$ cat src/rtl/fp_nr_divider_seq.sv
// Sequential single-precision reciprocal/divider: linear seed, Newton-Raphson x' = x*(2 - d*x),
// one shared registered multiply and one shared subtract, stepped by a two-process FSM.
module fp_nr_divider_seq #(
  parameter int unsigned ITERATIONS = 3,
  parameter logic [31:0] SEED_C1    = 32'h4034B4B5,
  parameter logic [31:0] SEED_C2    = 32'h3FF0F0F1,
  parameter bit          ENABLE_DIV = 1'b1
) (
  input  logic        clk,
  input  logic        reset,
  input  logic        in_valid,
  output logic        in_ready,
  input  logic        in_mode,
  input  logic [31:0] in_a,
  input  logic [31:0] in_b,
  output logic        out_valid,
  input  logic        out_ready,
  output logic [31:0] out_result,
  output logic        out_div_zero,
  output logic        out_invalid,
  output logic        out_overflow,
  output logic        out_underflow,
  output logic        busy
);
  localparam logic [31:0] QNAN = 32'h7FC00000;
  localparam logic [31:0] ONE  = 32'h3F800000;
  localparam logic [31:0] TWO  = 32'h40000000;

  typedef enum logic [3:0] {
    S_IDLE, S_SEED_MUL, S_SEED_SUB, S_NR_MUL1, S_NR_SUB, S_NR_MUL2,
    S_SCALE, S_FIN_MUL, S_SPECIAL, S_DONE
  } state_t;

  // Positive-operand multiply, round half up; returns {overflow, underflow, result}.
  function automatic logic [33:0] fp_mul(input logic [31:0] x, input logic [31:0] y);
    logic [47:0]        prod;
    logic signed [9:0]  e;
    logic [24:0]        m;
    if (x[30:23] == 8'd0 || y[30:23] == 8'd0) return 34'd0;
    prod = {1'b1, x[22:0]} * {1'b1, y[22:0]};
    e    = 10'(x[30:23]) + 10'(y[30:23]) - 10'd127;
    if (prod[47]) begin
      m = {1'b0, prod[47:24]} + 25'(prod[23]);
      e = e + 10'sd1;
    end else begin
      m = {1'b0, prod[46:23]} + 25'(prod[22]);
    end
    if (m[24]) begin
      m = m >> 1;
      e = e + 10'sd1;
    end
    if (e >= 10'sd255) return {2'b10, 1'b0, 8'hFF, 23'd0};
    if (e <= 10'sd0) return {2'b01, 32'd0};
    return {2'b00, 1'b0, e[7:0], m[22:0]};
  endfunction

  // Positive subtract x - y, valid for x >= y > 0 (true for every use in the NR loop).
  function automatic logic [31:0] fp_sub(input logic [31:0] x, input logic [31:0] y);
    logic [49:0]       mx, my, df;
    logic [7:0]        sh;
    logic [5:0]        lz;
    logic signed [9:0] e;
    logic [24:0]       m;
    sh = x[30:23] - y[30:23];
    mx = {1'b1, x[22:0], 26'd0};
    my = (sh > 8'd49) ? 50'd0 : ({1'b1, y[22:0], 26'd0} >> sh);
    df = mx - my;
    if (df == 50'd0) return 32'd0;
    lz = 6'd0;
    for (int i = 0; i < 50; i++) if (df[i]) lz = 6'(49 - i);
    df = df << lz;
    m  = {1'b0, df[49:26]} + 25'(df[25]);
    e  = 10'(x[30:23]) - 10'(lz);
    if (m[24]) begin
      m = m >> 1;
      e = e + 10'sd1;
    end
    if (e <= 10'sd0) return 32'd0;
    return {1'b0, e[7:0], m[22:0]};
  endfunction

  state_t            state, state_n;
  logic [2:0]        cnt;
  logic [31:0]       a_reg, d_reg, x_reg, tmp_reg, res_reg;
  logic [7:0]        eb_reg;
  logic              sign_reg, mode_reg, dz_reg, inv_reg, ov_reg, un_reg;

  logic              mode_eff, sign_in, za, zb, ia, ib, na, nb;
  logic [31:0]       a_f, b_f, a_eff;
  logic              sp_hit, sp_inv, sp_dz;
  logic [31:0]       sp_res;
  logic [31:0]       mul_x, mul_y, sub_x, sub_y, sub_out;
  logic [33:0]       mul_out;
  logic signed [9:0] se;
  logic              scl_ov, scl_un, fin_ov, fin_un;
  logic [31:0]       scl_res, fin_res;

  // Operand conditioning and special-case classification at the accept edge.
  always_comb begin
    mode_eff = ENABLE_DIV && in_mode;
    a_f      = (in_a[30:23] == 8'd0) ? {in_a[31], 31'd0} : in_a;
    b_f      = (in_b[30:23] == 8'd0) ? {in_b[31], 31'd0} : in_b;
    a_eff    = mode_eff ? a_f : ONE;
    sign_in  = a_eff[31] ^ b_f[31];
    za = (a_eff[30:23] == 8'd0);
    zb = (b_f[30:23] == 8'd0);
    ia = (a_eff[30:23] == 8'hFF) && (a_eff[22:0] == 23'd0);
    ib = (b_f[30:23] == 8'hFF) && (b_f[22:0] == 23'd0);
    na = (a_eff[30:23] == 8'hFF) && (a_eff[22:0] != 23'd0);
    nb = (b_f[30:23] == 8'hFF) && (b_f[22:0] != 23'd0);
    sp_hit = 1'b1;
    sp_res = 32'd0;
    sp_inv = 1'b0;
    sp_dz  = 1'b0;
    if (na || nb) begin
      sp_res = QNAN;
      sp_inv = 1'b1;
    end else if ((za && zb) || (ia && ib)) begin
      sp_res = QNAN;
      sp_inv = 1'b1;
    end else if (zb) begin
      sp_res = {sign_in, 8'hFF, 23'd0};
      sp_dz  = 1'b1;
    end else if (ib || za) begin
      sp_res = {sign_in, 31'd0};
    end else if (ia) begin
      sp_res = {sign_in, 8'hFF, 23'd0};
    end else begin
      sp_hit = 1'b0;
    end
  end

  // Shared arithmetic units with per-state operand selection.
  always_comb begin
    mul_x = a_reg;
    mul_y = {1'b0, res_reg[30:0]};
    sub_x = TWO;
    sub_y = tmp_reg;
    case (state)
      S_SEED_MUL: begin mul_x = SEED_C2; mul_y = d_reg;   end
      S_NR_MUL1:  begin mul_x = d_reg;   mul_y = x_reg;   end
      S_NR_MUL2:  begin mul_x = x_reg;   mul_y = tmp_reg; end
      default: ;
    endcase
    if (state == S_SEED_SUB) sub_x = SEED_C1;
    mul_out = fp_mul(mul_x, mul_y);
    sub_out = fp_sub(sub_x, sub_y);
  end

  // Undo the divisor normalisation and pick the value loaded into the outputs on entering DONE.
  always_comb begin
    se      = 10'(x_reg[30:23]) - 10'(eb_reg) + 10'sd126;
    scl_ov  = (se >= 10'sd255);
    scl_un  = (se <= 10'sd0);
    scl_res = scl_ov ? {sign_reg, 8'hFF, 23'd0} :
              scl_un ? {sign_reg, 31'd0} : {sign_reg, se[7:0], x_reg[22:0]};
    fin_res = res_reg;
    fin_ov  = ov_reg;
    fin_un  = un_reg;
    if (state == S_SCALE) begin
      fin_res = scl_res;
      fin_ov  = scl_ov;
      fin_un  = scl_un;
    end else if (state == S_FIN_MUL) begin
      fin_res = {sign_reg, mul_out[30:0]};
      fin_ov  = ov_reg | mul_out[33];
      fin_un  = un_reg | mul_out[32];
    end
  end

  always_ff @(posedge clk or posedge reset) begin
    if (reset) state <= S_IDLE;
    else       state <= state_n;
  end

  // SPECIAL is held two cycles so special results keep a fixed 2-cycle latency.
  always_comb begin
    state_n = state;
    case (state)
      S_IDLE:     if (in_valid) state_n = sp_hit ? S_SPECIAL : S_SEED_MUL;
      S_SEED_MUL: state_n = S_SEED_SUB;
      S_SEED_SUB: state_n = S_NR_MUL1;
      S_NR_MUL1:  state_n = S_NR_SUB;
      S_NR_SUB:   state_n = S_NR_MUL2;
      S_NR_MUL2:  state_n = (32'(cnt) + 32'd1 < ITERATIONS) ? S_NR_MUL1 : S_SCALE;
      S_SCALE:    state_n = mode_reg ? S_FIN_MUL : S_DONE;
      S_FIN_MUL:  state_n = S_DONE;
      S_SPECIAL:  state_n = (cnt != 3'd0) ? S_DONE : S_SPECIAL;
      S_DONE:     if (out_ready) state_n = S_IDLE;
      default:    state_n = S_IDLE;
    endcase
  end

  always_ff @(posedge clk or posedge reset) begin
    if (reset) begin
      cnt <= 3'd0; a_reg <= 32'd0; d_reg <= 32'd0; x_reg <= 32'd0; tmp_reg <= 32'd0;
      res_reg <= 32'd0; eb_reg <= 8'd0; sign_reg <= 1'b0; mode_reg <= 1'b0;
      dz_reg <= 1'b0; inv_reg <= 1'b0; ov_reg <= 1'b0; un_reg <= 1'b0;
    end else begin
      case (state)
        S_IDLE: if (in_valid) begin
          a_reg <= {1'b0, a_eff[30:0]};
          d_reg <= {1'b0, 8'd126, b_f[22:0]};
          eb_reg <= b_f[30:23];
          sign_reg <= sign_in;
          mode_reg <= mode_eff;
          cnt <= 3'd0;
          res_reg <= sp_res;
          inv_reg <= sp_inv;
          dz_reg <= sp_dz;
          ov_reg <= 1'b0;
          un_reg <= 1'b0;
        end
        S_SEED_MUL, S_NR_MUL1: tmp_reg <= mul_out[31:0];
        S_SEED_SUB: x_reg <= sub_out;
        S_NR_SUB:   tmp_reg <= sub_out;
        S_NR_MUL2: begin
          x_reg <= mul_out[31:0];
          cnt   <= cnt + 3'd1;
        end
        S_SCALE: begin
          res_reg <= scl_res;
          ov_reg  <= scl_ov;
          un_reg  <= scl_un;
        end
        S_SPECIAL: cnt <= cnt + 3'd1;
        default: ;
      endcase
    end
  end

  // Registered handshake/status; result and flags load only on entry to DONE.
  always_ff @(posedge clk or posedge reset) begin
    if (reset) begin
      in_ready <= 1'b1; out_valid <= 1'b0; busy <= 1'b0; out_result <= 32'd0;
      out_div_zero <= 1'b0; out_invalid <= 1'b0; out_overflow <= 1'b0; out_underflow <= 1'b0;
    end else begin
      in_ready  <= (state_n == S_IDLE);
      out_valid <= (state_n == S_DONE);
      busy      <= (state_n != S_IDLE);
      if (state_n == S_DONE && state != S_DONE) begin
        out_result    <= fin_res;
        out_div_zero  <= dz_reg;
        out_invalid   <= inv_reg;
        out_overflow  <= fin_ov;
        out_underflow <= fin_un;
      end
    end
  end
endmodule

$ cat config.mk
export PLATFORM = sky130hd
export DESIGN_NAME = fp_nr_divider_seq
export DESIGN_NICKNAME = d
export VERILOG_FILES = /design/src/rtl/fp_nr_divider_seq.sv
export SDC_FILE = /design/constraint.sdc
export NUM_CORES = 2
export LEC_CHECK = 0
export CAP_MARGIN = 5
export CORE_AREA = 2 2 291 293
export DETAILED_ROUTE_END_ITERATION = 6
export DIE_AREA = 0 0 293 295
export DONT_BUFFER_PORTS = 1
export PLACE_DENSITY = 0.68
export SLEW_MARGIN = 15
export SYNTH_ARGS = -nofsm -noshare
export SYNTH_HDL_FRONTEND = slang
export SYNTH_SLANG_ARGS = --single-unit
$ cat constraint.sdc
create_clock -name clk -period 15.9 [get_ports clk]
set_input_delay 0.795 -clock clk [delete_from_list [all_inputs] [get_ports clk]]
set_output_delay 0.795 -clock clk [all_outputs]
set_load 0.01 [all_outputs]
== After elaboration in Yosys (flattened, before gate mapping) ==
Cells that the tools add are included.
Storage, ports and cells
  output and inout port bits: 39
  logic and storage cells: 225
  register bits: 209
Operators by class
  multipliers: 1
  reduce and logical (&&, ||, !) cells: 35
  multiplexer cells: 126
  shifts and indexed selects: 2
  $add $sub $neg: 15
  order comparisons: 7
  bitwise gates (word level): 3
  equality and inequality tests: 14
Operators with widths (number)
  $mux W6: 51
  $mux W32: 9
  $mux W31: 8
  $mux W34: 6
  $pmux W31 S3: 2
  $pmux W31 S2: 2
  $add A24 B1 Y25: 3
  $pmux W32 S2: 1
  $mux W10: 6
  $logic_not A50 Y1: 1
  $mux W25: 2
  $mux W50: 1
  $shl A50 B6 Y50: 1
  $shr A50 B8 Y50: 1
  $sub A50 B50 Y50: 1
  $logic_not A8 Y1: 6
  $mul A24 B24 Y48: 1
  $logic_not A23 Y1: 2
  $mux W23: 2
  $reduce_bool A23 Y1: 2
  $pmux W4 S10: 1
  $le A10 B1 Y1 const B: 3
  $mux W1: 25
  $mux W22: 1
  other kinds (34): 65

== Depth between registers and ports, before layout ==
  depth after elaboration: 65
  mapped depth: 53

== Least setup slack after synthesis ==
Ideal clock, no wire load.
  path kind: flip-flop to flip-flop
  start point: register state[2]
  end point: register x_reg[4]
  cell stages (with the launch flop): 48
  data required time: 15.773 ns
  slack: 3.187 ns
  arrival time: 12.586 ns
  setup time: 0.127 ns
  clock period less this slack: 12.713 ns
  cells stage by stage: dfrtp_1 clkbuf_1 clkbuf_1 nor2b_1 and2_0 clkbuf_1 clkbuf_1 buf_1 buf_1 a22oi_1 nand2_1 clkbuf_1 nand2_1 fa_1 inv_1 fa_1 inv_1 fa_1 (+12 left out) a21o_1 a211oi_1 o31a_1 o21ai_0 xnor2_1 nor4_1 nand4_1 a2111oi_0 mux2i_1 nand2_1 or4b_1 o31ai_1 and3b_1 and2_1 clkbuf_1 nor2b_1 a221oi_1 nand2_1
On the way
  longest elaborated chain between the ends: 38
RTL lines
  from (decl): RTL line 82  | state_t state, state_n;
  from (signal assigned): RTL line 173  | else state <= state_n;
  $eq A4 B2 Y1: RTL line 145, 200
  $mux W22: RTL line 145  | if (state == S_SEED_SUB) sub_x = SEED_C1;
  $sub A50 B50 Y50: RTL line 67  | df = mx - my;
  $mux W6 (24 in series): RTL line 70  | for (int i = 0; i < 50; i++) if (df[i]) lz = 6'(49 - i);
  $mux W6: RTL line 69  | lz = 6'd0;
  $shl A50 B6 Y50 or $sub A8 B6 Y9 (tied branches): RTL line 71, 73
  $add A24 B1 Y25 or $add A9 B2 Y10 (tied branches): RTL line 72, 76
  $mux W10: RTL line 74  | if (m[24]) begin
  $mux W10: RTL line 69
  $le A10 B1 Y1: RTL line 78  | if (e <= 10'sd0) return 32'd0;
  $mux W1: RTL line 78
  $mux W1: RTL line 69
  $mux W31: RTL line 79  | return {1'b0, e[7:0], m[22:0]};
  $mux W31: RTL line 69
  $pmux W31 S2: RTL line 200  | case (state)
  to (signal assigned): RTL line 215  | S_SEED_SUB: x_reg <= sub_out;
  to (signal assigned): RTL line 218  | x_reg <= mul_out[31:0];
  to (decl): RTL line 84  | logic [31:0] a_reg, d_reg, x_reg, tmp_reg, res_reg;
Parallel ways exist; a longest one is shown, timed or not. The select of a mux whose other input is x is not followed.
A chain may end at the register's enable or synchronous reset.

== Worst setup path in the final report ==
  start point: register state[0]
  end point: register out_result[8]
On the way
  longest elaborated chain between the ends: 19
RTL lines
  branches (longest 19 deep; another with $mul A24 B24 Y48)
  to (signal assigned): RTL line 242  | out_result <= fin_res;
  to (decl): RTL line 18  | output logic [31:0] out_result,
Parallel ways; which one is timed is not known. The select of a mux whose other input is x is not followed.

==> impl_metrics.toml <==
[sta]
rsz0062_at_grt = "no"
post-route-period-util = 0.909
hold_viol_final = 0
setup_tns_ns = 0
fin_crit_ns = 14.45
setup_viol_count_final = 0
finalMaxSlewViolations = 0
skew_ns = 0.0168
worst_slew_pin_slew_ns = 1.18
fmax_ghz = 0.0692
relSlewSlack = 0.210

[synthesis]
ys_seq_elements = 209
ys.flop_type = "dfrtp_1"
ys_types = 144
yosys.area.top_type_share = 0.234
synthArstFlopShare = 1.00
synth_edf_count = 0
syn_avg_cell_area_um2 = 8.16
synthesis.area_um2 = 41400
synth_warnings = 0
syn_nets = 5851
synth_top_cell_by_area = "fa_1"
postSynthCellCount = 5073
yosysSeqAreaShare = 0.126
yosys-top-cells-area = "fa_1 (23%), dfrtp_1 (13%), nand2_1 (6.9%), ha_1 (6.8%), inv_1 (5.2%)"

[placement]
place_congestion = 1.03
portBuffers = 0
dp_hpwl_um = 129000

[setup_path]
critPathLaunchType = "register"
path_max_fanout = 38
max_stage_delay_ns = 0.95
cp-end-kind = "register"
worstPathRequired_ns = 16.31
arrival_ns = 14.85
crit_slowest_cell = "o31ai_1"
critical_path_class = "register to register"
cpMostUsedCell = "fa_1"

[floorplanning]
die_w_um = 293
core_um2 = 83200
dieHeight_um = 295
dieArea_um2 = 86400
rows = 106
start_util = 0.498
io_pins = 108

[drt]
wirelength_um = 162000
first_pass_iters = 7
final_antenna_net_count = 0
vias = 39900
post_drt_wl_per_cell_um = 26.9
drc = 3
drt_iter0_drc = 4760
vias_per_cell = 6.62

[cells_and_area]
areaGrowthSynthToFinish_pct = 4.37
nets = 5698
fillCellCount = 7898
drive_above_1_share = 0.0723

[global_route]
grt_pass1_vias = 39000
grt_max_degree = 98
grt_pass1_wl_um = 246000
antenna_found_initial = 1
grt_overflow = 0
grt_usage = 0.373

[cts]
clkTransAtPathRegs_ns = 0.07
htree_levels = 1
cts_resized = 0
cts_tree = "built"
cts_setup_buffers = 0
ctsRootBufferMaster = "clkbuf_16"
cts_hold_buf = 0
clock_latency_ns = 0.55
cts_max_path_buffers = 3
cts_sinks = 209
cts_made_buffers = 24

[run]
maxCapViolCount = 0

[outcome]
violations = "DRC"
status = "complete, but fails checks"

[worst_hold_path]
min_path_type = "input pin to asynchronous set/reset pin"
[routing by layer]
| metal | part of all wire | track usage |
|---|---|---|
| met1 | 0.39 | 0.501 |
| met2 | 0.43 | 0.569 |
| met3 | 0.11 | 0.0855 |
| met4 | 0.059 | 0.178 |
| met5 | 0.000080 | 0 |
[kinds of logic after synthesis]
logic type	share of synthesized area
AOI/OAI and AO/OA	0.195
xor gates and xnor gates	0.0340
adders and majority gates	0.302
buffers and inverters	0.0838
DFF	0.126
muxes	0.0469
and+or+nand+nor	0.212
[Yosys cell counts (56+ instances only)]
master	n
nand2_1	758
inv_1	575
fa_1	483
nor2_1	433
ha_1	226
dfrtp_1	208
clkbuf_1	199
a21oi_1	192
o21ai_0	155
nor3_1	119
nand3_1	111
xnor2_1	104
mux2i_1	96
a22o_1	66
and2_1	56
[worst max-delay path: cells and delay by family, from the launching register on]
family          cells  cell delay (ns)
buf+inv             9             1.46
compound gates     10             3.74
simple gates       14             4.15
fa+ha+maj           8             3.81
mux                 1             0.44
flops               1             0.69
[path summary, 6_finish.rpt]
kind,from,endpoint,slack (ns),depth (start not counted)
setup / recovery,state[0]$_DFF_PP0_,out_result[8]$_DFFE_PP0P_,1.45,42
hold / removal,reset,inv_reg$_DFFE_PP0P_,0.22,1
setup reg to reg,state[0]$_DFF_PP0_,out_result[8]$_DFFE_PP0P_,1.45,42
hold reg to reg,ov_reg$_DFFE_PP0P_,ov_reg$_DFFE_PP0P_,0.49,1
max in group asynchronous,reset,sub_y[12]$_DFFE_PP0P_,13.65,3
min in group clk,in_mode,a_reg[23]$_DFFE_PP0P_,0.35,1
[cell usage in the layout, fill, tap and decap left out, types with 111 or more instances in the layout]
| cell type | instances |
|---|---|
| nand2_1 | 757 |
| inv_1 | 574 |
| fa_1 | 483 |
| nor2_1 | 427 |
| ha_1 | 226 |
| dfrtp_1 | 206 |
| a21oi_1 | 184 |
| o21ai_0 | 154 |
| nor3_1 | 119 |
| nand3_1 | 111 |
[final cells by class]
class / instances / area [µm²] / share of cell area
Tap cell: 1080 / 1350 / 0.0313
Sequential cell: 209 / 5230 / 0.121
Clock inverter: 13 / 133 / 0.00307
Clock buffer: 31 / 668 / 0.0155
Multi-Input combinational cell: 3999 / 32800 / 0.760
Timing Repair Buffer: 100 / 763 / 0.0177
Antenna cell: 1 / 2.50 / 0.0000579
Inverter: 586 / 2210 / 0.0511
[stage by stage]
step | std cells | setup slack [ns] | instance area [µm²] | hold slack (ns) | utilization
after floorplan | 5073 | 3.19 | 41400 | 0.439 | -
after global placement | 5974 | 2.06 | 42400 | 0.454 | 0.510
after detailed placement | 5974 | 1.89 | 42400 | 0.463 | 0.510
after CTS | 6018 | 1.79 | 43200 | 0.242 | 0.519
after global routing | 6018 | 0.718 | 43200 | 0.279 | 0.519
final | 6019 | 1.45 | 43200 | 0.215 | 0.520
Power is not shown: default switching activity piles up to over one toggle a cycle in this logic, so the estimate is an artifact.
